## src/rtl/spi_port_bank.sv

```systemverilog
// Register bank loaded from checksummed SPI frames and read by the Z80 as DOS-gated I/O ports.
// The SPI and host strobes are oversampled on clk; host reads themselves are combinational.
module spi_port_bank #(
  parameter int unsigned      REG_AW   = 2,
  parameter int unsigned      NREGS    = 3,
  parameter logic [7:0]       PORT_LO  = 8'hDF,
  parameter logic [3:0]       MAGIC    = 4'b1001,
  parameter logic [NREGS-1:0] ACC_MASK = '0,
  parameter logic [NREGS-1:0] IRQ_MASK = '0
) (
  input  logic        clk,
  input  logic        rst_n,
  input  logic        sck,
  input  logic        ss_n,
  input  logic        mosi,
  input  logic [15:0] addr,
  input  logic        rd_n,
  input  logic        iorq_n,
  input  logic        m1_n,
  input  logic        dos,
  output logic [7:0]  d_out,
  output logic        d_oe,
  output logic        iorqge,
  output logic        irq,
  output logic [7:0]  err_cnt
);

  localparam int unsigned      DW       = REG_AW + 8;
  localparam int unsigned      FRAME_W  = 4 + 2 * DW;
  localparam int unsigned      CW       = $clog2(FRAME_W + 2);
  localparam logic [CW-1:0]    CNT_FULL = CW'(FRAME_W);
  localparam logic [CW-1:0]    CNT_MAX  = '1;
  localparam logic [REG_AW:0]  NREGS_W  = (REG_AW + 1)'(NREGS);

  // SPI synchronisers; ss resets low so a frame already in flight at reset never arms
  logic [2:0] sck_q, ss_q;
  logic [1:0] mosi_q;
  logic       sck_rise, ss_fall, ss_rise, ss_low;

  always_ff @(posedge clk or negedge rst_n) begin
    if (!rst_n) begin
      sck_q  <= '0;
      ss_q   <= '0;
      mosi_q <= '0;
    end else begin
      sck_q  <= {sck_q[1:0], sck};
      ss_q   <= {ss_q[1:0], ss_n};
      mosi_q <= {mosi_q[0], mosi};
    end
  end

  assign sck_rise = sck_q[1] & ~sck_q[2];
  assign ss_fall  = ~ss_q[1] & ss_q[2];
  assign ss_rise  = ss_q[1] & ~ss_q[2];
  assign ss_low   = ~ss_q[1];

  logic [FRAME_W-1:0] shift_q;
  logic [CW-1:0]      cnt_q;
  logic               armed_q;

  always_ff @(posedge clk or negedge rst_n) begin
    if (!rst_n) begin
      shift_q <= '0;
      cnt_q   <= '0;
      armed_q <= 1'b0;
    end else begin
      if (ss_fall) begin
        shift_q <= '0;
        cnt_q   <= '0;
        armed_q <= 1'b1;
      end else if (sck_rise && ss_low) begin
        shift_q <= {shift_q[FRAME_W-2:0], mosi_q[1]};
        if (cnt_q != CNT_MAX) cnt_q <= cnt_q + 1'b1;
      end
      if (ss_rise) armed_q <= 1'b0;
    end
  end

  logic [3:0]        f_hdr;
  logic [DW-1:0]     f_chk, f_pay;
  logic [REG_AW-1:0] f_idx;
  logic [7:0]        f_data;
  logic              frame_end, frame_ok, err_inc;

  assign f_hdr     = shift_q[FRAME_W-1 -: 4];
  assign f_chk     = shift_q[DW +: DW];
  assign f_pay     = shift_q[DW-1:0];
  assign f_idx     = f_pay[DW-1:8];
  assign f_data    = f_pay[7:0];
  assign frame_end = ss_rise & armed_q;
  assign frame_ok  = (cnt_q == CNT_FULL) && (f_hdr == MAGIC) && (f_chk == ~f_pay) &&
                     ({1'b0, f_idx} < NREGS_W);

  // Host read strobe and index, synchronised into clk
  logic              sel, hit;
  logic [REG_AW-1:0] idx_h;
  logic [2:0]        hrd_q;
  logic [REG_AW-1:0] ridx1_q, ridx2_q, ridx_cap_q;
  logic              host_rd_s, rd_fall;

  assign sel   = ~iorq_n & m1_n & ~rd_n & dos & (addr[7:0] == PORT_LO);
  assign idx_h = addr[8 +: REG_AW];
  assign hit   = sel & ({1'b0, idx_h} < NREGS_W);

  always_ff @(posedge clk or negedge rst_n) begin
    if (!rst_n) begin
      hrd_q      <= '0;
      ridx1_q    <= '0;
      ridx2_q    <= '0;
      ridx_cap_q <= '0;
    end else begin
      hrd_q   <= {hrd_q[1:0], sel};
      ridx1_q <= idx_h;
      ridx2_q <= ridx1_q;
      if (hrd_q[1]) ridx_cap_q <= ridx2_q;
    end
  end

  assign host_rd_s = hrd_q[1];
  assign rd_fall   = ~hrd_q[1] & hrd_q[2];

  // One-deep pending slot; commits are held off while the host is reading
  logic              pend_q;
  logic [REG_AW-1:0] pend_idx_q;
  logic [7:0]        pend_data_q;
  logic              commit;

  assign commit  = pend_q & ~host_rd_s;
  assign err_inc = frame_end & (~frame_ok | pend_q);

  always_ff @(posedge clk or negedge rst_n) begin
    if (!rst_n) begin
      pend_q      <= 1'b0;
      pend_idx_q  <= '0;
      pend_data_q <= '0;
      err_cnt     <= '0;
    end else begin
      if (frame_end && frame_ok && !pend_q) begin
        pend_q      <= 1'b1;
        pend_idx_q  <= f_idx;
        pend_data_q <= f_data;
      end else if (commit) begin
        pend_q <= 1'b0;
      end
      if (err_inc && err_cnt != 8'hFF) err_cnt <= err_cnt + 8'd1;
    end
  end

  logic [7:0] regs_q [NREGS];
  logic [7:0] regs_d [NREGS];
  logic       irq_d;

  // Clear-on-read is applied first so a same-cycle accumulate lands on zero
  always_comb begin
    regs_d = regs_q;
    irq_d  = 1'b0;
    for (int unsigned i = 0; i < NREGS; i++) begin
      if (rd_fall && ridx_cap_q == i[REG_AW-1:0] && ACC_MASK[i]) regs_d[i] = 8'h00;
      if (commit && pend_idx_q == i[REG_AW-1:0]) begin
        regs_d[i] = ACC_MASK[i] ? regs_d[i] + pend_data_q : pend_data_q;
        if (IRQ_MASK[i]) irq_d = 1'b1;
      end
    end
  end

  always_ff @(posedge clk or negedge rst_n) begin
    if (!rst_n) begin
      for (int unsigned i = 0; i < NREGS; i++) regs_q[i] <= '0;
      irq <= 1'b0;
    end else begin
      regs_q <= regs_d;
      irq    <= irq_d;
    end
  end

  logic [7:0] rd_data;

  always_comb begin
    rd_data = 8'hFF;
    for (int unsigned i = 0; i < NREGS; i++) begin
      if (idx_h == i[REG_AW-1:0]) rd_data = regs_q[i];
    end
  end

  assign d_oe   = hit;
  assign iorqge = hit;
  assign d_out  = hit ? rd_data : 8'hFF;

  logic unused_addr;
  assign unused_addr = ^addr[15:8+REG_AW];

endmodule

```

## config.mk

```make
export PLATFORM = sky130hd
export DESIGN_NAME = spi_port_bank
export DESIGN_NICKNAME = d
export VERILOG_FILES = /design/src/rtl/spi_port_bank.sv
export SDC_FILE = /design/constraint.sdc
export NUM_CORES = 1
export LEC_CHECK = 0
export BUFFER_PORTS_ARGS = -buffer_cell sky130_fd_sc_hd__buf_4
export CAP_MARGIN = 20
export CORE_MARGIN = 2
export CORE_UTILIZATION = 55
export CTS_BUF_LIST = sky130_fd_sc_hd__clkbuf_4
export DETAILED_ROUTE_END_ITERATION = 8
export PLACE_DENSITY = 0.8
export REMOVE_ABC_BUFFERS = 1
export SYNTH_ARGS = -nofsm -noshare
export SYNTH_HDL_FRONTEND = slang
export SYNTH_SLANG_ARGS = --single-unit
```

## constraint.sdc

```tcl
create_clock -name clk -period 2.52 [get_ports clk]
set_input_delay 0.504 -clock clk [delete_from_list [all_inputs] [get_ports clk]]
set_output_delay 0.504 -clock clk [all_outputs]
set_load 0.05 [all_outputs]
```

==> qor.csv <==
metric,value,unit
outcome,"finished, final reports clean",
CP bufs+invs,1,
Overall Power,0.00244,W
"slowest stage delay, CP",440,ps
dpl cells,423,
row count,29,
TritonCTS buffer count,9,
leak pwr,1.95,nW
worst hold path type,in -> async,
num ports,44,
worst slew pin tran,823,ps
Die ar.,0.00744,mm2
Die H,86.3,um
share of the synthesized area in compound gates (AO/OA/AOI/OAI),6.52,%
Pins Over Slew Limit,0,
layout net count,388,
Critical Path RT,2840,ps
ANT cells,0,
clock root cell,clkbuf_4,
Via density,5.54,
GPL Wtd Cong,0.757,
post-synthesis area per instance,11.6,um2
count of flip-flops with a built-in enable after synthesis,0,
largest cells by area after synthesis,"dfrtp_1, mux2_2, nand2_1",
fin cells,439,
Switching Share,30.1,%
DPL Wire Length,4.43,mm
NetSw,0.000735,W
H-tree depth,3,
post-synth cell types,40,
max-cap violation count,0,
design area,0.00418,mm2
postcts setup bufs,0,
Post-CTS Hold Buffers,0,
Initial DRC Count,105,
#FFs+latches synth,83,
register share of total power,59.1,%
DRT Pass-1 Iters,4,
Synth top area share,55.8,%
leading area contributor after synthesis,dfrtp_1,
post-synthesis mux area share,14.5,%
Synth-to-Final Area Change,12.2,%
clock sink count,83,
Power Density,584,mW/mm2
PostCTS Resize Cnt,0,
Initial Utilization,57.6,%
GRT overflow,0,
"Clk pin slew, worst setup/hold paths",130,ps
CTS tree,built,
most frequent cells in the layout,"dfrtp_1, nand2_1, buf_4",
later-pin clock latency in the skew report,420,ps
Setup crit start kind,register,
"antenna viol nets, final",0,
crit path time final,2240,ps
final period utilization,89.0,%
"Cell Chain, Critical Path",inv_1 > ha_1 > and4bb_2 > o2111ai_1 > nor2_1 > nand4_4 > nor2_4 > mux2_2,
Adder-Cell Fraction of Synth Area,2.02,%
setup TNS,0,ps
Combinational Power Share,14.8,%
layout cells sized above 1,29.8,%
placed cell areas,0.00407,mm2
Max Freq,0.446,GHz
Ys Warns,0,
crit path max fanout,11,
Clock Path Buffers,2,
initial antenna violation count,0,
GRT Total Usage,19.3,%
unrepaired setup endpoints after global routing,no,
Async SR Flop Fraction,100,%
share of total power in the clock network,26.0,%
core area,0.00646,mm2
"most common cell after layout, fill and taps aside",dfrtp_1,
largest net degree at the start of global routing,48,
first-pass GRT wire length,11.1,mm
Internal Pwr Total,0.00171,W
Worst IR Drop VDD,541,uV
ys flop type,dfrtp_1,
Setup CP Type,reg -> reg,
Post-Syn Instances,320,
Avg WL per Cell,14.7,um
Routed WL,6.44,mm
Remaining DRCs,0,
Final setup violation count,0,
Fin. Hold Viols,0,
Max-slew headroom,45.1,%
crit path capture type,register,
Post-Synth XOR/XNOR Area,3.76,%
simple logic cell fraction of the synthesized area,14.4,%
"delay-heaviest family, CP",simple AND/OR/NAND/NOR gates,
PortBufs,36,
DIE WIDTH,86.3,um
worst path arrival time,2570,ps
sequential-to-total area share from yosys stat,55.8,%
vias in the first global route,2371,
vias,2431,
"Cell Area, Synth",0.00372,mm2
post-layout util,64.7,%
main combinational cell family by area after synthesis,multiplexers,
worst-case clock skew,10.9,ps
Worst path slowest cell,dfrtp_1,
-- worst paths after layout --
path	start	to	slack, ps	depth (start not counted)
worst max-delay path	cnt_q[0]$_DFFE_PN0P_	pend_data_q[0]$_DFFE_PN0P_	280	8
worst min-delay path	rst_n	regs_q[14]$_DFFE_PN0P_	30	1
worst max register to register	cnt_q[0]$_DFFE_PN0P_	pend_data_q[0]$_DFFE_PN0P_	280	8
worst min register to register	ss_q[0]$_DFF_PN0_	ss_q[1]$_DFF_PN0_	370	0
max in group asynchronous	rst_n	cnt_q[1]$_DFFE_PN0P_	1890	2
min in group clk	mosi	mosi_q[0]$_DFF_PN0_	180	1
-- metrics by stage --
stage | setup WS [ps] | hold WS, ps
floorplan | -1320 | 208
global placement | 296 | 334
detailed placement | 268 | 341
CTS | 250 | 18.3
global route | 129 | 20.1
finish | 277 | 31.0
-- layout make-up --
cell class / count / area [um2]
Sequential cell: 83 / 2080
Fill cell: 527 / 2280
Multi-Input combinational cell: 214 / 1540
Clock inverter: 7 / 43.8
Inverter: 6 / 22.5
Timing Repair Buffer: 43 / 335
Tap cell: 77 / 96.3
Clock buffer: 9 / 67.6
-- cells by family (layout without fill, tap and decap cells) --
kind of cell,after synthesis,count (layout)
compound gates,43,43
xor+xnor,16,16
fa+ha+maj,6,6
buf+inv,23,65
flops,83,83
mux,45,45
other cells,1,1
simple gates,103,103
-- flip-flops by register name, indices dropped and copies added (netlist names) --
| register | flops |
|---|---|
| ss_q | 3 |
| hrd_q | 2 |
| err_cnt | 8 |
| cnt_q | 5 |
| mosi_q | 2 |
| pend_q | 1 |
| regs_q | 24 |
| pend_data_q | 8 |
| shift_q | 24 |
| sck_q | 3 |
| armed_q | 1 |
| pend_idx_q | 2 |
-- metal layers --
metal	GRT usage [%]	routed length [um]	up-vias
met3	5.90	349	6
met4	5.97	78	0
met5	0	0	-
met1	25.7	2900	1192
met2	30.6	3110	58
li1	-	-	1175
-- power by group through the flow --
stage	combinational, W	sequential [W]	clock, W
2_1_floorplan	0.0000977	0.00158	0
3_3_place_gp	0.000361	0.00146	0
3_5_place_dp	0.000368	0.00147	0
4_1_cts	0.000368	0.00144	0.000667
5_1_grt	0.000392	0.00145	0.000727
6_report	0.000362	0.00144	0.000635
-- Yosys cell counts (all sizes together), types with 2 or more instances --
master	instances
a21boi	2
a21oi	26
and3	6
buf	3
clkbuf	14
dfrtp	83
ha	6
inv	6
mux2	44
nand2	64
nand3	4
nand4	7
nor2	7
nor3	3
nor4bb	2
o21ai	3
o22ai	8
xnor2	14
xor2	2
(Power assumes the default switching activity.)
